### src/rtl/kulisch_seq_accumulator_pkg.sv
// rtl/kulisch_seq_accumulator_pkg.sv - shared types and constants for the Kulisch accumulator (KULISCH_ACC_SATURATE_EN)
package kulisch_seq_accumulator_pkg;

    typedef enum logic {
        ACCUM = 1'b0,
        HOLD  = 1'b1
    } acc_state_e;

    function automatic int get_acc_bits(input int non_frac, input int frac);
        return non_frac + frac;
    endfunction

    // Clamp limits are built 64 bits wide; the top slices them to the accumulator width.
    function automatic logic [63:0] sat_max(input int acc_w);
        return (64'd1 << (acc_w - 1)) - 64'd1;
    endfunction

    function automatic logic [63:0] sat_min(input int acc_w);
        return 64'd1 << (acc_w - 1);
    endfunction

endpackage

### src/rtl/kulisch_seq_accumulator_align.sv
// rtl/kulisch_seq_accumulator_align.sv - places, negates and checks range of one addend
module kulisch_addend_align #(
    parameter int ACC_W      = 32,
    parameter int ADD_BITS   = 10,
    parameter int SHIFT_BITS = 6
) (
    input  logic [ADD_BITS-1:0]   mag,
    input  logic [SHIFT_BITS-1:0] shift,
    input  logic                  sign,
    output logic [ACC_W:0]        addend,
    output logic                  lost_bits
);

    // Wide enough that no magnitude bit can fall off even at the largest shift.
    localparam int WIDE_W = (1 << SHIFT_BITS) + ADD_BITS;

    logic [WIDE_W-1:0] wide;
    logic [ACC_W:0]    mag_ext;

    always_comb begin
        wide      = WIDE_W'(mag) << shift;
        lost_bits = |wide[WIDE_W-1:ACC_W];
        mag_ext   = {1'b0, wide[ACC_W-1:0]};
        addend    = sign ? (~mag_ext + 1'b1) : mag_ext;
    end

endmodule

### src/rtl/kulisch_seq_accumulator.sv
// rtl/kulisch_seq_accumulator.sv - exact fixed-point accumulator with valid/ready sum handoff
// Optional clamp-on-overflow behaviour enabled by defining KULISCH_ACC_SATURATE_EN.
module kulisch_seq_accumulator
    import kulisch_seq_accumulator_pkg::*;
#(
    parameter int ACC_NON_FRAC = 16,
    parameter int ACC_FRAC     = 16,
    parameter int ADD_BITS     = 10,
    parameter int SHIFT_BITS   = 6
) (
    input  logic                                clock,
    input  logic                                resetn,
    input  logic                                inValid,
    output logic                                inReady,
    input  logic                                inSign,
    input  logic [ADD_BITS-1:0]                 inMag,
    input  logic [SHIFT_BITS-1:0]               inShift,
    input  logic                                inLast,
    output logic                                outValid,
    input  logic                                outReady,
    output logic [ACC_NON_FRAC+ACC_FRAC-1:0]    outAcc,
    output logic                                outOverflow
);

    localparam int ACC_W = get_acc_bits(ACC_NON_FRAC, ACC_FRAC);

`ifdef KULISCH_ACC_SATURATE_EN
    localparam logic [63:0]      SAT_MAX64 = sat_max(ACC_W);
    localparam logic [63:0]      SAT_MIN64 = sat_min(ACC_W);
    localparam logic [ACC_W-1:0] SAT_MAX   = SAT_MAX64[ACC_W-1:0];
    localparam logic [ACC_W-1:0] SAT_MIN   = SAT_MIN64[ACC_W-1:0];
`endif

    acc_state_e       state_q, state_d;
    logic [ACC_W-1:0] acc_q, acc_d;
    logic             ovf_q, ovf_d;
    logic [ACC_W-1:0] out_acc_q, out_acc_d;
    logic             out_ovf_q, out_ovf_d;
    logic             in_ready_q, in_ready_d;
    logic             out_valid_q, out_valid_d;

    logic [ACC_W:0]   addend;
    logic             lost_bits;
    logic [ACC_W:0]   sum;
    logic             sig_ovf;
    logic             step_ovf;
    logic [ACC_W-1:0] next_acc;

    kulisch_addend_align #(
        .ACC_W      (ACC_W),
        .ADD_BITS   (ADD_BITS),
        .SHIFT_BITS (SHIFT_BITS)
    ) u_align (
        .mag       (inMag),
        .shift     (inShift),
        .sign      (inSign),
        .addend    (addend),
        .lost_bits (lost_bits)
    );

    always_comb begin
        sum      = {acc_q[ACC_W-1], acc_q} + addend;
        sig_ovf  = sum[ACC_W] ^ sum[ACC_W-1];
        step_ovf = lost_bits | sig_ovf;
`ifdef KULISCH_ACC_SATURATE_EN
        // Lost high bits always push in the addend's own direction.
        if (step_ovf) begin
            next_acc = (lost_bits ? inSign : sum[ACC_W]) ? SAT_MIN : SAT_MAX;
        end else begin
            next_acc = sum[ACC_W-1:0];
        end
`else
        next_acc = sum[ACC_W-1:0];
`endif
    end

    always_comb begin
        state_d     = state_q;
        acc_d       = acc_q;
        ovf_d       = ovf_q;
        out_acc_d   = out_acc_q;
        out_ovf_d   = out_ovf_q;
        in_ready_d  = in_ready_q;
        out_valid_d = out_valid_q;
        case (state_q)
            ACCUM: begin
                if (inValid) begin
                    if (inLast) begin
                        out_acc_d   = next_acc;
                        out_ovf_d   = ovf_q | step_ovf;
                        acc_d       = '0;
                        ovf_d       = 1'b0;
                        state_d     = HOLD;
                        in_ready_d  = 1'b0;
                        out_valid_d = 1'b1;
                    end else begin
                        acc_d = next_acc;
                        ovf_d = ovf_q | step_ovf;
                    end
                end
            end
            HOLD: begin
                if (outReady) begin
                    state_d     = ACCUM;
                    in_ready_d  = 1'b1;
                    out_valid_d = 1'b0;
                end
            end
            default: begin
                state_d     = ACCUM;
                in_ready_d  = 1'b1;
                out_valid_d = 1'b0;
            end
        endcase
    end

    always_ff @(posedge clock or negedge resetn) begin
        if (!resetn) begin
            state_q     <= ACCUM;
            acc_q       <= '0;
            ovf_q       <= 1'b0;
            out_acc_q   <= '0;
            out_ovf_q   <= 1'b0;
            in_ready_q  <= 1'b1;
            out_valid_q <= 1'b0;
        end else begin
            state_q     <= state_d;
            acc_q       <= acc_d;
            ovf_q       <= ovf_d;
            out_acc_q   <= out_acc_d;
            out_ovf_q   <= out_ovf_d;
            in_ready_q  <= in_ready_d;
            out_valid_q <= out_valid_d;
        end
    end

    assign inReady     = in_ready_q;
    assign outValid    = out_valid_q;
    assign outAcc      = out_acc_q;
    assign outOverflow = out_ovf_q;

endmodule

### config.mk
export PLATFORM = sky130hd
export DESIGN_NAME = kulisch_seq_accumulator
export DESIGN_NICKNAME = d
export VERILOG_FILES = /design/src/rtl/kulisch_seq_accumulator_pkg.sv /design/src/rtl/kulisch_seq_accumulator_align.sv /design/src/rtl/kulisch_seq_accumulator.sv
export SDC_FILE = /design/constraint.sdc
export NUM_CORES = 1
export LEC_CHECK = 0
export BUFFER_PORTS_ARGS = -buffer_cell sky130_fd_sc_hd__buf_4
export CORE_MARGIN = 2
export CORE_UTILIZATION = 40
export DETAILED_ROUTE_END_ITERATION = 10
export HOLD_SLACK_MARGIN = 0.02
export PLACE_DENSITY_LB_ADDON = 0.1
export RECOVER_POWER = 100
export SYNTH_ARGS = -nofsm -noshare
export SYNTH_HDL_FRONTEND = slang
export SYNTH_SLANG_ARGS = --single-unit
export TNS_END_PERCENT = 5
### constraint.sdc
create_clock -name clock -period 7.81 [get_ports clock]
set_clock_uncertainty 0.05 [all_clocks]
set_input_delay 1.562 -clock clock [delete_from_list [all_inputs] [get_ports clock]]
set_output_delay 1.562 -clock clock [all_outputs]
set_load 0.005 [all_outputs]
==> out/results.txt, run 1 <==
Top delay family on crit path - compound AO/OA/AOI/OAI gates
Pins over their slew limit - 120
EDFF count, synth - 0
I/O pin count - 57
Post-synth top flop - dfrtp_1
# hold bufs at CTS - 0
DP Wirelength - 13800 um
Worst Hold Class - register to register
R2r setup slk - 4020 ps
Cell area after synthesis - 6170 sq um
Critical-path cell list - buf_4 -> mux2_2 -> mux4_2 -> a22o_4 -> nor3_4 -> a21oi_1 -> or2_1 -> or3_4 -> o21ai_0 -> xnor2_1 -> nor2_1 -> ha_1 -> and4_1 -> a221oi_1 -> o21ai_0 -> a21o_1 -> a31o_2 -> a221oi_1 -> o21ai_0 -> a21oi_1 -> xnor3_1 -> a41oi_1
Port bufs - 56
GRT busiest layer - met2
Crit path to - outOverflow
Crit path required time - 8020 ps
Met3 usage - 3.80%
Post-CTS Resized - 0
Async set-reset flop share out of synthesis - 100%
Post-synthesis xor/xnor area fraction - 7.04%
Endpoints failing setup - 0
Top-area cell type share of the netlist area - 27.6%
Sink Count - 69
Initial Utilization - 40.7%
Post-synth top cells - nand2_1, o21ai_0, dfrtp_1, a21oi_1, nor2_1
Drt pass-1 iters - 5
Peak supply drop - 0.145 mV
Die ar. - 16400 sq um
DR vias/cell - 5.98
Rel. slew slack - -148%
CP Data Arrival Time - 7490 ps
Nets - 847
TritonCTS buffer count - 9
Maximum capacitance violations - 2
Number of post-CTS setup repair buffers - 0
Violated checks - capacitance limit, slew limit
Worst-Margin Slew - 3720 ps
Routed wire length - 18500 um
Met1 Track Usage GR - 34.1%
Post-synthesis sequential area ratio - 28.0%
Post-synthesis cell type count - 75
Minimum clock period - 7270 ps
DR vias - 5882
Antenna Nets Post-Route - 0
Critical path's slowest cell - mux4_2
Most frequent CP cell - o21ai_0
Synth Register Bits - 69
Placed Instances - 968
H-tree depth - 3
Die height - 128 um
Total track usage - 23.4%
Post-synthesis mux area share - 8.73%
Final hold violations - 0
Reg-to-reg startpoint - acc_q[0]
Syn Inst Count - 747
CTS tree - done
Ant diodes - 0
CORE AREA - 15100 sq um
Crit end category - register
RSZ-0062 raised after global routing - false
YS warnings - 0
R2R cell count - 13
Grt total ovfl - 0
Avg Cell Area, Syn - 8.25 sq um
Critical Path Stages - 22
Cell taking the most area after synthesis - dfrtp_1
Crit Reg-Reg Endpoint - outOverflow
Crit-path max cell delay - 530 ps
Combinational family with the most area after synthesis - compound AO/OA/AOI/OAI gates
CTS max path bufs - 2
Die X - 128 um
Largest net degree at the start of global routing - 70
Pwr per Cell Area - 251 nW/um^2
Placement Rows - 45
Clk_lat worst skew - 350 ps
Fmax - 138 MHz
Met2 global-route usage - 35.8%
Startpoint types - input port
Drt initial violations - 378
Top-count cell post-synth - nand2_1
Status - finished with violations
Setup TNS - 0 ps
Routability cong. - 0.893
Mapped Nets - 803
Area grow syn2layout - 13.6%
Root buf cell - clkbuf_16
Final Cycle Share - 93.1%
CP bufs+invs - 1
Clock-pin slew on the worst setup and hold paths - 60 ps
Share of layout cells above drive strength 1 - 15.6%
Main area contributors after synthesis - dfrtp_1, nand2_1, ha_1
Critical setup path kind - input port to register
Leak - 3.28 nW
Final std cells w/o fill - 984
Compound-cell area share of the yosys netlist - 26.6%
DRC viols - 0
Post-synthesis adder-cell area fraction - 7.02%
Vias in the first global route - 5629
Initial antenna violation count - 0
First-pass GRT wire length - 30100 um
Area share of and/or/nand/nor cells after synthesis - 19.4%
Worst Path Max Fanout - 29
CP startpoint - inShift[1]
Routed WL per cell - 18.8 um
## worst reg2reg max path: cells and delay by family (launching register included)
| kind | cells | cell delay, ps |
|---|---|---|
| AO/OA/AOI/OAI | 8 | 1820 |
| XOR/XNOR | 1 | 430 |
| buffers and inverters | 1 | 180 |
| adder cells (fa/ha/maj) | 2 | 710 |
| flip-flops | 1 | 380 |
| AND/OR/NAND/NOR | 1 | 140 |
## flip-flops by register name (all words and copies together), names as in the netlist
name / count
ovf_q: 1
acc_q: 32
inReady: 1
outValid: 1
outAcc: 32
outOverflow: 1
state_q: 1
## logic make-up (layout without fill, tap and decap cells)
logic type / after synthesis / after routing
compound gates: 248 / 248
xor+xnor: 48 / 48
fa+ha+maj: 34 / 34
buf+inv: 49 / 98
flops: 69 / 69
mux: 43 / 43
simple gates: 256 / 256
## worst min path at each step
stage | startpoint | to | slack (ps) | cells past startpoint
6_report | inReady | inReady | 420 | 2
3_3_place_gp | inReady | inReady | 400 | 2
4_1_cts | inReady | inReady | 420 | 2
5_1_grt | inReady | inReady | 430 | 2
3_5_place_dp | inReady | inReady | 410 | 2
2_1_floorplan | inReady | inReady | 400 | 2
## metrics by stage
stage          area, sq um  setup slack, ps  hold slack [ps]  total power, W  util, %
3_3_place_gp          6770              313              396         0.00139     44.7
3_5_place_dp          6770              230              407         0.00140     44.7
4_1_cts               7030              580              417         0.00178     46.4
6_report              7000              537              418         0.00176     46.2
5_1_grt               7000             21.1              428         0.00189     46.2
2_1_floorplan         6170             1060              398         0.00111        -
## cell type report
class | count | area, sq um
clock buffer | 11 | 233
clock inverter | 5 | 28.8
fill | 1554 | 8140
inverter | 14 | 52.6
multi-input combinational | 629 | 4230
sequential | 69 | 1730
tap | 188 | 235
timing repair buffer | 68 | 492
## power breakdown
part	switching [W]	internal [W]	total, W
combinational	0.000458	0.000381	0.000839
clock	0.000163	0.000213	0.000377
sequential	0.0000651	0.000477	0.000542
total	0.000687	0.00107	0.00176
## cells in the final DEF, fill, tap and decap left out, drive strengths merged, types with 5 or more instances in the layout
cell and count:
nand4 9, and2 7, inv 13, o21ai 73, a22o 18, buf 29, mux2i 11, dfrtp 68
nand3 19, nand2 112, nor2b 8, o21bai 7, clkbuf 50, xnor2 26, nor2 50, nand2b 16
clkinv 6, xor2 21, mux4 5, a21oi 53, ha 33, nor3 10, o22ai 6, a21o 26
mux2 27, a31oi 9, or2 5
## metal layers
| metal | wire length, um | part of all wire (%) | up-vias |
|---|---|---|---|
| met1 | 9080 | 49 | 2867 |
| met2 | 8230 | 44 | 158 |
| met3 | 895 | 4.8 | 23 |
| met4 | 310 | 1.7 | 0 |
| li1 | - | - | 2834 |
| met5 | 0 | 0 | - |
Power figures use the tool's default switching activity.
==> run 2, diff against run 1 <==
- PLACE_DENSITY_LB_ADDON: 0.1 -> default
==> out/results.txt, run 2 (same netlist as run 1, synthesis figures left out) <==
Combinational power share - 46.1%
Pins over their slew limit - 120
Initial antenna violation count - 0
I/O pin count - 57
Nets - 845
Final Cycle Share - 93.2%
Routed wire length - 17100 um
Die X - 128 um
Clk_lat worst skew - 350 ps
Number of post-CTS setup repair buffers - 0
Setup TNS - 0 ps
CTS max path bufs - 2
Vias in the first global route - 5379
Post-CTS Resized - 0
First-pass GRT wire length - 28000 um
Violated checks - capacitance limit, slew limit
Critical setup path kind - input port to register
Crit-path max cell delay - 540 ps
Status - finished with violations
Pwr per Cell Area - 256 nW/um^2
Crit path required time - 8020 ps
DR vias - 5760
Initial Utilization - 40.7%
Largest net degree at the start of global routing - 70
Top delay family on crit path - compound AO/OA/AOI/OAI gates
CTS tree - done
CORE AREA - 15100 sq um
Worst Hold Class - register to register
Switching power - 0.000686 W
Critical path's slowest cell - mux4_2
Multi-input gate area - 4240 sq um
Crit end category - register
Ant diodes - 0
Rel. slew slack - -141%
CP bufs+invs - 1
H-tree depth - 3
Routability cong. - 0.952
Worst-Margin Slew - 3610 ps
Startpoint types - input port
Antenna Nets Post-Route - 0
Die ar. - 16400 sq um
Share of layout cells above drive strength 1 - 15.5%
Area grow syn2layout - 14.2%
TritonCTS buffer count - 9
Clock-pin slew on the worst setup and hold paths - 60 ps
Critical-path cell list - buf_4 -> mux2_1 -> mux4_2 -> a22o_4 -> nor3_4 -> a21oi_2 -> or2_0 -> or3_4 -> o21ai_0 -> xnor2_1 -> nor2_1 -> ha_1 -> and4_1 -> a221oi_1 -> o21ai_0 -> a21o_1 -> a31o_2 -> a221oi_1 -> o21ai_0 -> a21oi_1 -> xnor3_1 -> a41oi_1
Most frequent CP cell - o21ai_0
# hold bufs at CTS - 0
Endpoints failing setup - 0
Switching share of power - 38.1%
Grt total ovfl - 0
Drt initial violations - 492
CP Data Arrival Time - 7490 ps
Drt pass-1 iters - 5
Routed WL per cell - 17.5 um
Die height - 128 um
Total track usage - 21.6%
Maximum capacitance violations - 2
Worst Path Max Fanout - 29
DP Wirelength - 12900 um
Sequential share of power - 30.2%
Most common cell after layout, fill and taps aside - nand2_1
Fmax - 137 MHz
DR vias/cell - 5.87
PnR worst setup slack - 529 ps
Leak - 3.28 nW
Clock power frac - 23.6%
Register area - 1730 sq um
Placement Rows - 45
DRC viols - 0
Final hold violations - 0
Total internal power - 0.00112 W
Minimum clock period - 7280 ps
RSZ-0062 raised after global routing - false
Peak supply drop - 0.151 mV
Root buf cell - clkbuf_16
Fill cell count - 1484
Port bufs - 56
Pre-CTS setup slack - 281 ps
Sink Count - 69
Commonest non-fill, non-tap cells in the layout - nand2_1, o21ai_0, dfrtp_1, a21oi_1, nor2_1
run 2: worst paths after layout:
| check | slack [ps] | to | depth (start not counted) | start |
|---|---|---|---|---|
| hold reg to reg | 420 | outValid | 2 | outValid |
| setup / recovery | 530 | outOverflow | 22 | inShift[1] |
| setup reg to reg | 3990 | outOverflow | 13 | acc_q[0] |
| min in group asynchronous | 2380 | outValid | 1 | resetn |
| hold / removal | 420 | outValid | 2 | outValid |
| max in group asynchronous | 3270 | outAcc[1] | 1 | resetn |
run 2: per-stage QoR:
step           hold WS [ps]  utilization, %  area [sq um]  cells  power (W)
6_report                423            46.5          7040    982    0.00180
5_1_grt                 447            46.5          7040    982    0.00194
4_1_cts                 424            46.6          7060    982    0.00182
3_5_place_dp            413            44.6          6750    966    0.00139
3_3_place_gp            397            44.6          6750    966    0.00137
2_1_floorplan           398               -          6170    747    0.00111
run 2: worst register-to-register path, cell delays in order (launching register included):
cell	delay, ps
dfrtp_1	380
ha_1	250
fa_1	430
a211oi_1	280
o21ai_0	210
nand2_1	150
o21ai_0	110
clkbuf_1	200
a31o_2	270
a221oi_1	410
o21ai_0	170
a21oi_1	180
xnor3_1	430
a41oi_1	220
run 2: layer usage:
| metal | wire [um] | up-vias | global-route usage [%] |
|---|---|---|---|
| met5 | 0 | - | 0 |
| met4 | 339 | 0 | 7.82 |
| met3 | 934 | 31 | 4.01 |
| met2 | 7620 | 179 | 32.5 |
| met1 | 8250 | 2711 | 30.9 |
| li1 | - | 2839 | - |
run 2: area by class of cell:
cell class | count | area share [%]
sequential | 69 | 24.5
timing repair buffer | 66 | 6.82
clock buffer | 10 | 3.39
multi-input combinational | 629 | 60.2
inverter | 14 | 0.746
tap | 188 | 3.34
clock inverter | 6 | 0.995
run 2: power groups by stage:
stage / clock network (W) / logic [W] / registers [W]
global placement: 0 / 0.000823 / 0.000547
global route: 0.000452 / 0.000927 / 0.000559
finish: 0.000426 / 0.000831 / 0.000544
CTS: 0.000438 / 0.000839 / 0.000547
detailed placement: 0 / 0.000834 / 0.000552
floorplan: 0 / 0.000564 / 0.000543
